### config.mk
export PLATFORM = sky130hd
export DESIGN_NAME = ad_lvds_deframer
export DESIGN_NICKNAME = d
export VERILOG_FILES = /design/src/rtl/ad_lvds_deframer.sv
export SDC_FILE = /design/constraint.sdc
export NUM_CORES = 1
export LEC_CHECK = 0
export ABC_AREA = 1
export CORE_ASPECT_RATIO = 1.25
export CORE_MARGIN = 5
export CORE_UTILIZATION = 29
export DETAILED_ROUTE_END_ITERATION = 12
export PLACE_DENSITY = 0.49
export SLEW_MARGIN = 10
export SYNTH_ARGS = -nofsm -noshare
export SYNTH_HDL_FRONTEND = slang
export SYNTH_SLANG_ARGS = --single-unit
### constraint.sdc
create_clock -name rx_clk -period 3.9 [get_ports rx_clk]
set_input_delay 0.78 -clock rx_clk [delete_from_list [all_inputs] [get_ports rx_clk]]
set_output_delay 0.78 -clock rx_clk [all_outputs]
set_load 0.02 [all_outputs]
### src/rtl/ad_lvds_deframer.sv
// AD9361 LVDS receive deframer: aligns to the frame lane, rebuilds 12-bit I/Q
// samples from 6-bit half-words and reports per-channel sample sets.
module ad_lvds_deframer #(
  parameter int unsigned LOCK_CNT = 4,
  parameter int unsigned ERR_W    = 16
) (
  input  logic             rx_clk,
  input  logic             rx_rstn,
  input  logic [5:0]       rx_data_p,
  input  logic [5:0]       rx_data_n,
  input  logic             rx_frame_p,
  input  logic             rx_frame_n,
  input  logic             mode_1r,
  input  logic             err_clr,
  output logic             adc_valid,
  output logic [11:0]      adc_data_i0,
  output logic [11:0]      adc_data_q0,
  output logic [11:0]      adc_data_i1,
  output logic [11:0]      adc_data_q1,
  output logic             adc_locked,
  output logic             adc_odd,
  output logic [ERR_W-1:0] adc_err_cnt
);

  localparam logic [1:0] ST_SEARCH = 2'd0;
  localparam logic [1:0] ST_VERIFY = 2'd1;
  localparam logic [1:0] ST_LOCKED = 2'd2;
  localparam logic [3:0] LOCK_N    = 4'(LOCK_CNT);

  logic [1:0]       r_state;
  logic [1:0]       r_phase;
  logic             r_p0_f;     // frame bit of previous cycle's W0
  logic [6:0]       r_p1;       // previous cycle's W1 (frame + data)
  logic             r_pp1_f;    // frame bit of W1 two cycles back
  logic             r_mode;
  logic [3:0]       r_good;
  logic [5:0]       r_msb_i;
  logic [5:0]       r_msb_q;
  logic [11:0]      r_hold_i;   // ch0 sample parked until ch1 completes (2R)
  logic [11:0]      r_hold_q;
  logic             r_valid;
  logic [11:0]      r_i0;
  logic [11:0]      r_q0;
  logic [11:0]      r_i1;
  logic [11:0]      r_q1;
  logic             r_odd;
  logic [ERR_W-1:0] r_err;

  logic [6:0] w_w0;
  logic [6:0] w_w1;
  logic       w_mode_chg;
  logic       w_even_edge;
  logic       w_odd_edge;
  logic       w_edge;
  logic       w_odd_sel;
  logic [6:0] w_pair_i;
  logic [6:0] w_pair_q;
  logic       w_exp_f;
  logic       w_pair_ok;
  logic       w_track;
  logic       w_mismatch;
  logic       w_last;
  logic       w_set_done;
  logic       w_emit;
  logic       w_msb_ph;

  assign w_w0       = {rx_frame_p, rx_data_p};
  assign w_w1       = {rx_frame_n, rx_data_n};
  assign w_mode_chg = (mode_1r != r_mode);

  // In 2R the pair ahead of the edge must also be a low-frame pair.
  assign w_even_edge = !r_p1[6] && w_w0[6] && w_w1[6] && (r_mode || !r_p0_f);
  assign w_odd_edge  = !r_p0_f && r_p1[6] && w_w0[6] && (r_mode || !r_pp1_f);
  assign w_edge      = (r_state == ST_SEARCH) && !w_mode_chg && (w_even_edge || w_odd_edge);

  // While searching, the pair choice follows the edge just found (even wins).
  assign w_odd_sel = (r_state == ST_SEARCH) ? !w_even_edge : r_odd;
  assign w_pair_i  = w_odd_sel ? r_p1 : w_w0;
  assign w_pair_q  = w_odd_sel ? w_w0 : w_w1;

  assign w_exp_f    = r_mode ? (r_phase == 2'd0) : !r_phase[1];
  assign w_pair_ok  = (w_pair_i[6] == w_exp_f) && (w_pair_q[6] == w_exp_f);
  assign w_track    = (r_state != ST_SEARCH) && !w_mode_chg;
  assign w_mismatch = w_track && !w_pair_ok;
  assign w_last     = r_mode ? (r_phase == 2'd1) : (r_phase == 2'd3);
  assign w_set_done = w_track && w_pair_ok && w_last;
  assign w_emit     = w_set_done && (r_state == ST_LOCKED);
  assign w_msb_ph   = w_edge || (w_track && w_pair_ok && !r_phase[0]);

  assign adc_valid   = r_valid;
  assign adc_data_i0 = r_i0;
  assign adc_data_q0 = r_q0;
  assign adc_data_i1 = r_i1;
  assign adc_data_q1 = r_q1;
  assign adc_locked  = (r_state == ST_LOCKED);
  assign adc_odd     = r_odd;
  assign adc_err_cnt = r_err;

  // Half-word history and mode tracking.
  always_ff @(posedge rx_clk or negedge rx_rstn) begin
    if (!rx_rstn) begin
      r_p0_f  <= 1'b0;
      r_p1    <= '0;
      r_pp1_f <= 1'b0;
      r_mode  <= 1'b0;
    end else begin
      r_p0_f  <= w_w0[6];
      r_p1    <= w_w1;
      r_pp1_f <= r_p1[6];
      r_mode  <= mode_1r;
    end
  end

  // Alignment state, phase counter and lock qualification.
  always_ff @(posedge rx_clk or negedge rx_rstn) begin
    if (!rx_rstn) begin
      r_state <= ST_SEARCH;
      r_phase <= 2'd0;
      r_good  <= 4'd0;
      r_odd   <= 1'b0;
    end else if (w_mode_chg) begin
      r_state <= ST_SEARCH;
      r_phase <= 2'd0;
    end else if (r_state == ST_SEARCH) begin
      r_phase <= 2'd0;
      if (w_edge) begin
        r_state <= ST_VERIFY;
        r_phase <= 2'd1;
        r_good  <= 4'd0;
        r_odd   <= !w_even_edge;
      end
    end else if (w_mismatch) begin
      r_state <= ST_SEARCH;
      r_phase <= 2'd0;
    end else begin
      r_phase <= w_last ? 2'd0 : r_phase + 2'd1;
      if ((r_state == ST_VERIFY) && w_set_done) begin
        if (r_good + 4'd1 == LOCK_N) begin
          r_state <= ST_LOCKED;
        end else begin
          r_good <= r_good + 4'd1;
        end
      end
    end
  end

  // Sample assembly: latch high halves, park ch0 in 2R until the set ends.
  always_ff @(posedge rx_clk or negedge rx_rstn) begin
    if (!rx_rstn) begin
      r_msb_i  <= '0;
      r_msb_q  <= '0;
      r_hold_i <= '0;
      r_hold_q <= '0;
    end else begin
      if (w_msb_ph) begin
        r_msb_i <= w_pair_i[5:0];
        r_msb_q <= w_pair_q[5:0];
      end
      if (w_track && w_pair_ok && !r_mode && (r_phase == 2'd1)) begin
        r_hold_i <= {r_msb_i, w_pair_i[5:0]};
        r_hold_q <= {r_msb_q, w_pair_q[5:0]};
      end
    end
  end

  // Output register: data only moves together with the valid strobe.
  always_ff @(posedge rx_clk or negedge rx_rstn) begin
    if (!rx_rstn) begin
      r_valid <= 1'b0;
      r_i0    <= '0;
      r_q0    <= '0;
      r_i1    <= '0;
      r_q1    <= '0;
    end else begin
      r_valid <= w_emit;
      if (w_emit) begin
        if (r_mode) begin
          r_i0 <= {r_msb_i, w_pair_i[5:0]};
          r_q0 <= {r_msb_q, w_pair_q[5:0]};
          r_i1 <= '0;
          r_q1 <= '0;
        end else begin
          r_i0 <= r_hold_i;
          r_q0 <= r_hold_q;
          r_i1 <= {r_msb_i, w_pair_i[5:0]};
          r_q1 <= {r_msb_q, w_pair_q[5:0]};
        end
      end
    end
  end

  // Saturating frame-error counter; a clear beats a same-cycle mismatch.
  always_ff @(posedge rx_clk or negedge rx_rstn) begin
    if (!rx_rstn) begin
      r_err <= '0;
    end else if (err_clr) begin
      r_err <= '0;
    end else if (w_mismatch && !(&r_err)) begin
      r_err <= r_err + 1'b1;
    end
  end

endmodule

[Yosys cells after proc, flatten, opt, wreduce, memory -nomap -nowiden]
Index checks and enable logic that the tools add are counted.
Word-level totals
  register bits: 120
  bits of input ports: 18
  output and inout port bits: 67
  word-level logic and storage cells: 105
Cells by class
  $add $sub $neg: 3
  eq/ne operators: 12
  muxes and demuxes: 27
  bitwise operators: 1
  reductions and logical operators: 44
Operator list (count)
  $mux 12: 4
  $mux 16: 2
  $mux 2: 10
  $mux 4: 5
  $logic_and 1x1->1: 19
  $add 16x1->16 const B: 1
  $reduce_and 16->1: 1
  $mux 7: 2
  $logic_not 1->1: 10
  $reduce_bool 4->1: 2
  $reduce_and 3->1: 2
  $reduce_bool 2->1: 3
  $reduce_and 5->1: 1
  $add 4x1->4 const B: 1
  $eq 2x1->1 const B: 2
  $eq 2x2->1 const B: 2
  $eq 4x3->1 const B: 1
  $logic_not 2->1: 2
  $logic_or 1x1->1: 4
  $mux 1: 4
  $ne 2x2->1 const B: 2
  $ne 3x3->1 const B: 1
  $add 2x1->2 const B: 1
  $eq 1x1->1: 2
  3 further kinds: 3

[Depth between registers and ports, before layout]
Gate-level depths: netlist (run 1).
  depth after elaboration: 16
  mapped depth: 15
  depth with buffers taken out: 14

[Least setup slack after synthesis (run 1)]
No wires, ideal clock.
  kind: input to register
  start: input rx_frame_n
  end: register r_hold_i[5]
  library setup time: 134 ps
  arrival: 2023 ps
  required time: 3766 ps
  setup slack: 1743 ps
  stages: 15
  path buffers: 2
  cells stage by stage: nand2_1 > inv_1 > nand3_1 > nand2_1 > nand2_2 > nand2_1 > nand2_1 > nand2_2 > nand3_2 > inv_2 > nand3_1 > buf_2 > buf_6 > nand2_1 > o21ai_0
On the way
  longest elaborated chain between the ends: 10
  elaborated cells between the ends (all ways): 12
  those cells by class: eq/ne (2); mux (3); reduce/logical (7)
RTL lines
  from (decl): RTL line 12  | input logic rx_frame_n,
  $logic_and 1x1->1 (2 in a row): RTL line 72  | assign w_even_edge = !r_p1[6] && w_w0[6] && w_w1[6] && (r_mode || !r_p0_f);
  $logic_not 1->1: RTL line 77  | assign w_odd_sel = (r_state == ST_SEARCH) ? !w_even_edge : r_odd;
  $mux 1: RTL line 77
  $mux 7 (on tied branches): RTL line 78, 79
  $eq 1x1->1: RTL line 82  | assign w_pair_ok = (w_pair_i[6] == w_exp_f) && (w_pair_q[6] == w_exp_f);
  $logic_and 1x1->1: RTL line 82
  $logic_and 1x1->1 (3 in a row): RTL line 159  | if (w_track && w_pair_ok && !r_mode && (r_phase == 2'd1)) begin
  to (signal assigned): RTL line 160  | r_hold_i <= {r_msb_i, w_pair_i[5:0]};
  to (decl): RTL line 39  | logic [11:0] r_hold_i;
Parallel ways exist; a longest one is shown, timed or not.
A chain may end at the register's enable or synchronous reset.

[Final worst setup path (run 1)]
  start: input rx_frame_p
  end: register r_i0[2] (netlist: adc_data_i0[2])
On the way
  longest elaborated chain between the ends: 11
  elaborated cells between the ends (all ways): 14
  those cells by class: eq/ne (2); mux (4); reduce/logical (8)
RTL lines
  from (decl): RTL line 11  | input logic rx_frame_p,
  $logic_and 1x1->1 (3 in a row): RTL line 72
  $logic_not 1->1: RTL line 77
  $mux 1: RTL line 77
  $mux 7 (on tied branches): RTL line 78, 79
  $eq 1x1->1: RTL line 82
  $logic_and 1x1->1: RTL line 82
  $logic_and 1x1->1 (2 in a row): RTL line 86  | assign w_set_done = w_track && w_pair_ok && w_last;
  $logic_and 1x1->1: RTL line 87  | assign w_emit = w_set_done && (r_state == ST_LOCKED);
  to (signal assigned): RTL line 178  | r_i0 <= {r_msb_i, w_pair_i[5:0]};
  to (signal assigned): RTL line 183  | r_i0 <= r_hold_i;
  to (decl): RTL line 42  | logic [11:0] r_i0;
Parallel ways exist; a longest one is shown, timed or not.

==> results by group, run 1 <==
Worst setup path
  • CP bufs+invs: 3
  • Startpoint types: primary input
  • CP Max Fanout: between 70 and 80
  • CP arrival: ~3300 ps
  • Most common cell on crit path: nand2_1
  • Slowest Stage Delay on Critical Path: 560 ps
  • WP data required: around 4200 ps
  • Worst path cell trace: clkdlybuf4s50_1 -> nand2_1 -> inv_1 -> nand3_1 -> nand2_1 -> nand2_2 -> nand2_1 -> nand2_1 -> nand2_2 -> nand4_4 -> nor2_4 -> buf_12 -> nor2_1 -> a21oi_1
  • Top delay family on crit path: simple AND/OR/NAND/NOR gates
  • Crit Path Category: in2reg
  • Crit-path slowest cell: clkdlybuf4s50_1
  • Worst setup EP type: flip-flop

Floorplan
  • I/O pin cnt: 85
  • Die Y: ~160 um
  • Starting Density: 0.295
  • Core area: around 19000 um^2
  • Row Count: 56
  • DIE WIDTH: about 130 um
  • Die area: about 22000 um^2

Routing
  • DRC: 0
  • DRT Pass-1 Iters: 5
  • Avg WL per Cell: ~15 um
  • Routed WL: about 14000 um
  • DRT iter0 DRCs: 278
  • Detail Route Antenna Nets: 0
  • Mean number of vias per cell: 4.73
  • Vias: ~4600

Place
  • PortBufs: 84
  • DP Cell Count: approximately 940
  • Dpl hpwl: about 10000 um
  • Routability Congestion: around 0.9

Clock network
  • Clock Tree Buf Depth: 2
  • # Post-CTS Setup Buffers: 0
  • CTS root buffer: clkbuf_16
  • Post-cts sizing count: 0
  • Post-CTS Hold Buffers: 0
  • Total CTS buffers: 17
  • Worst-Skew Late Latency: around 420 ps
  • Htree depth: 4
  • Clock sink count: between 100 and 150
  • CTS tree: done
  • Reg clk slew, reported paths: ~50 ps

Finish
  • Nets@finish: ~750
  • Area Overhead vs Synth: 29.7%
  • Most frequent cells in the layout: 168 x nand2_1, 120 x dfrtp_1, 83 x o21ai_0, 83 x clkdlybuf4s50_1, 52 x nor2_1
  • Share of cells above drive strength 1: 0.0914
  • Ant diodes: 0
  • Leading cell type in the layout, fill and taps excluded: nand2_1
  • Finished Layout Cells: about 980

Timing
  • Final hold violations: 0
  • Setup TNS Final: 0 ps
  • Slew Limit Fails: 0
  • Final setup fails: 0
  • Tmin final: 2930 ps
  • Slew headroom: 0.504
  • RSZ-0062 raised after global routing: no
  • Min Hold Slack: about 380 ps
  • Worst Clk Skew: ~8.3 ps
  • Slew @ Worst Pin: 743 ps
  • Fin crit share: 0.752
  • Max Freq: about 0.34 GHz

Synth
  • Synth Warn #: 0
  • Synth Net Count: about 680
  • FF+latch count, synth: 120
  • Gate Count Post-Synth: 652
  • Cell area after synthesis: 5570 um^2
  • EDFF count, synth: 0
  • Synth top area share: 0.539
  • Primary FF master, synth: dfrtp_1
  • Yosys cell types: 35
  • Largest cells by area after synthesis: dfrtp_1 54%, nand2_1 11%, o21ai_0 7.5%
  • Sequential fraction of the synthesis area: 0.539
  • Ys async rst share: 1.00
  • Post-synth top area cell: dfrtp_1
  • Avg Cell Area, Syn: 8.54 um^2

GRT
  • Largest net degree at the start of global routing: between 70 and 80
  • Initial antenna violation count: 0
  • Vias in the first global route: between 4000 and 5000
  • First-pass GRT wire length: 24000 um
  • GRT Residual Overflow: 0
  • Global Route Usage Sum: 0.138

Run
  • Max Cap Viol: 0

Pwr
  • Static Leak: 3.40 nW
  • Peak VDD IR: between 0.0002 and 0.00025 V
  • PD cells: 470 nW/um^2

Run status
  • Status: completed

Min path
  • Worst min path class: in2async
-- state kept, by name, indices dropped and copies added, names as in the netlist, 4 cells and up --
signal       flops
r_hold_q        12
r_msb_i          6
r_hold_i        12
r_msb_q          6
r_p1             7
adc_err_cnt     16
adc_data_q1     12
adc_data_q0     12
adc_data_i1     12
adc_data_i0     12
r_good           4
-- cell usage after synthesis (5+ instances only) --
master / count
o21ai_1: 5
dfrtp_1: 120
nor2_1: 52
inv_1: 42
or2_2: 12
o21ai_0: 83
a21oi_1: 25
nand2_1: 168
xor2_1: 13
o21a_1: 12
nand3_1: 50
buf_2: 10
ha_1: 5
nand4_1: 6
clkbuf_1: 15
-- final cells by class --
type | instances | area [um^2]
clock buffer | 18 | 439
clock inverter | 14 | 175
fill | 1864 | 11600
inverter | 46 | 173
multi-input combinational | 454 | 2230
sequential | 120 | 3000
tap | 232 | 290
timing repair buffer | 92 | 911
-- through the flow --
stage	worst slack, ps	util	area (um^2)	power, mW
detailed placement	502	0.351	6610	1.81
global route	652	0.383	7220	3.57
finish	968	0.383	7220	3.40
CTS	938	0.383	7220	3.44
floorplan	1740	-	5570	1.65
global placement	627	0.351	6610	1.80
-- final timing paths --
check                           cells past startpoint  slack, ps        endpoint  startpoint
worst max-delay path                               14        970  adc_data_i0[2]  rx_frame_p
worst min-delay path                                1        380       r_good[3]     rx_rstn
worst max register to register                     13       1160  adc_data_i0[2]      r_mode
worst min register to register                      0        410         r_pp1_f     r_p1[6]
max in group asynchronous                           2       2660     r_hold_q[4]     rx_rstn
min in group rx_clk                                 0        410         r_pp1_f     r_p1[6]
-- cell families (layout without fill, tap and decap cells) --
group,after synthesis,after routing,share of synthesized area
adder cells (fa/ha/maj),5,5,0.0112
buffers and inverters,78,170,0.0602
flip-flops,120,120,0.539
XOR/XNOR,17,17,0.0281
AO/OA/AOI/OAI,131,131,0.126
AND/OR/NAND/NOR,301,301,0.235
-- report_power, final --
group	switching (mW)	total (mW)	internal, mW
Sequential	0.0614	1.40	1.34
Clock	0.589	1.61	1.02
Combinational	0.249	0.380	0.131
-- routing by layer --
metal	vias up	share of wire	routed length, um	global-route usage
met2	112	0.48	6880	0.223
met5	-	0	0	0
met4	0	0.019	271	0.0538
met1	2207	0.45	6470	0.174
met3	25	0.052	742	0.0390
li1	2273	-	-	-
Power figures use the tool's default switching activity.
==> run 2, diff against run 1 <==
PLACE_DENSITY = 0.51   (was 0.49)
clock period = 2.65 ns   (was 3.9 ns; I/O delays follow)
==> run 2 against run 1 <==
Effect of this change:
- sequential cell count stayed put
- largest power group unchanged
- count of clock-buffer cells in the layout unchanged
- register-to-register slack worse by 690 ps
- die area unchanged
==> results by group, run 2 (synthesis results as in run 1) <==
Run status
  • Status: completed (unchanged)

Timing
  • Tmin final: about 2400 ps
  • Slew @ Worst Pin: 632 ps (was 743 ps)
  • Fin crit share: 0.905
  • Worst Clk Skew: 7.57 ps (was 8.31 ps)
  • Max Freq: ~0.42 GHz
  • Setup TNS Final: 0 ps (unchanged)
  • Final setup fails: 0 (unchanged)
  • Slew headroom: 0.579 (was 0.504)
  • RSZ-0062 raised after global routing: no (unchanged)
  • Min Hold Slack: 132 ps (was 375 ps)
  • Final hold violations: 0 (unchanged)
  • Slew Limit Fails: 0 (unchanged)

Worst setup path
  • Crit Path Category: reg2out (was in2reg)
  • Startpoint types: flip-flop (was primary input)
  • Worst setup EP type: output pin (was flip-flop)
  • Reg2reg path depth: 12 (was 13)
  • WP data required: 2120 ps (was 4230 ps)
  • CP Max Fanout: 7 (was 73)
  • CP arrival: 1870 ps (was 3260 ps)

Finish
  • Max FFs per register: 16 (unchanged)
  • Share of cells above drive strength 1: 0.106 (was 0.0914)
  • Leading cell type in the layout, fill and taps excluded: nand2_1 (unchanged)
  • Multi-input gate area: 2230 um^2 (unchanged)
  • Most frequent cells in the layout: 168 x nand2_1, 120 x dfrtp_1, 83 x o21ai_0, 83 x clkdlybuf4s50_1, 52 x nor2_1 (unchanged)
  • Ant diodes: 0 (unchanged)
  • Register Area: 3000 um^2 (unchanged)
  • Area Overhead vs Synth: 32.2% (was 29.7%)
  • Nets@finish: 766 (was 754)
  • Count of filler cells inserted in the layout: 1900 (was 1864)

Pwr
  • Peak VDD IR: 0.000388 V (was 0.000228 V)
  • Static Leak: 3.47 nW (was 3.40 nW)
  • PD cells: 675 nW/um^2 (was 470 nW/um^2)

Clock network
  • Reg clk slew, reported paths: 60 ps (was 50 ps)
  • Post-CTS Hold Buffers: 0 (unchanged)
  • Clock sink count: 120 (unchanged)
  • # Post-CTS Setup Buffers: 0 (unchanged)
  • Htree depth: 4 (unchanged)
  • Post-cts sizing count: 0 (unchanged)
  • Total CTS buffers: 17 (unchanged)
  • Worst-Skew Late Latency: 420 ps (about the same)
  • Clock Tree Buf Depth: 2 (unchanged)
  • CTS root buffer: clkbuf_16 (unchanged)
  • CTS tree: done (unchanged)

Place
  • Routability Congestion: 0.900 (was 0.874)
  • Dpl hpwl: 10500 um (was 10300 um)
  • PortBufs: 84 (unchanged)

Run
  • Max Cap Viol: 0 (unchanged)

Floorplan
  • Row Count: 56 (unchanged)
  • Core area: 18800 um^2 (unchanged)
  • Starting Density: 0.295 (unchanged)
  • I/O pin cnt: 85 (unchanged)
  • Die Y: 165 um (unchanged)
  • DIE WIDTH: 134 um (unchanged)
  • Die area: 22100 um^2 (unchanged)

GRT
  • Initial antenna violation count: 0 (unchanged)
  • Global Route Usage Sum: 0.136 (was 0.138)
  • First-pass GRT wire length: 23600 um (was 24000 um)
  • Largest net degree at the start of global routing: 50 (was 74)
  • Vias in the first global route: 4648 (was 4670)
  • GRT Residual Overflow: 0 (unchanged)

Routing
  • Detail Route Antenna Nets: 0 (unchanged)
  • DRT iter0 DRCs: 290 (was 278)
  • Routed WL: 14300 um (was 14400 um)
  • DRC: 0 (unchanged)
  • DRT Pass-1 Iters: 4 (was 5)
  • Mean number of vias per cell: 4.69 (was 4.73)
  • Vias: 4636 (was 4617)
  • Avg WL per Cell: 14.5 um (was 14.7 um)

Min path
  • Worst min path class: in2async (unchanged)
[run 2: worst paths after layout]
| kind | from | end | slack, ps |
|---|---|---|---|
| worst max-delay path | r_state[1] | adc_locked | 250 |
| worst min-delay path | rx_rstn | adc_data_q1[8] | 130 |
| worst max register to register | r_state[1] | adc_data_i0[2] | 470 |
| worst min register to register | r_p1[6] | r_pp1_f | 390 |
| max in group asynchronous | rx_rstn | adc_err_cnt[11] | 1870 |
| min in group rx_clk | r_p1[6] | r_pp1_f | 390 |
[run 2: layer usage]
metal,GRT usage,vias to the layer above,wire [um]
met5,0,-,0
met4,0.0580,0,253
met3,0.0326,19,557
met2,0.223,105,6940
met1,0.173,2207,6560
li1,-,2305,-
[run 2: area by class of cell]
cell class / count / share of cell area
inverters: 46 / 0.0235
clock inverters: 14 / 0.0223
multi-input cells: 454 / 0.303
repair buffers: 104 / 0.144
flip-flops and latches: 120 / 0.408
well taps: 232 / 0.0394
clock buffers: 18 / 0.0597
[run 2: through the flow]
stage | power (mW) | cell area [um^2] | setup WS (ps) | std cells | util
final | 4.97 | 7360 | 253 | 988 | 0.391
after global routing | 5.22 | 7360 | 134 | 988 | 0.391
after CTS | 5.05 | 7360 | 187 | 988 | 0.391
after detailed placement | 2.69 | 6760 | -54.6 | 956 | 0.359
after global placement | 2.67 | 6760 | 51.0 | 956 | 0.359
after floorplan | 2.43 | 5570 | 743 | 652 | -
[run 2: report_power, final]
group / internal [mW] / leakage [nW] / switching (mW) / total, mW
Clock: 1.43 / 0.286 / 0.892 / 2.32
Sequential: 1.97 / 1.62 / 0.0912 / 2.06
Combinational: 0.214 / 1.56 / 0.369 / 0.583
Total: 3.62 / 3.47 / 1.35 / 4.97
[run 2: critical path: stages (launching register included)]
cell	delay [ps]
dfrtp_1	530
inv_1	70
nor2_1	200
clkdlybuf4s50_1	650
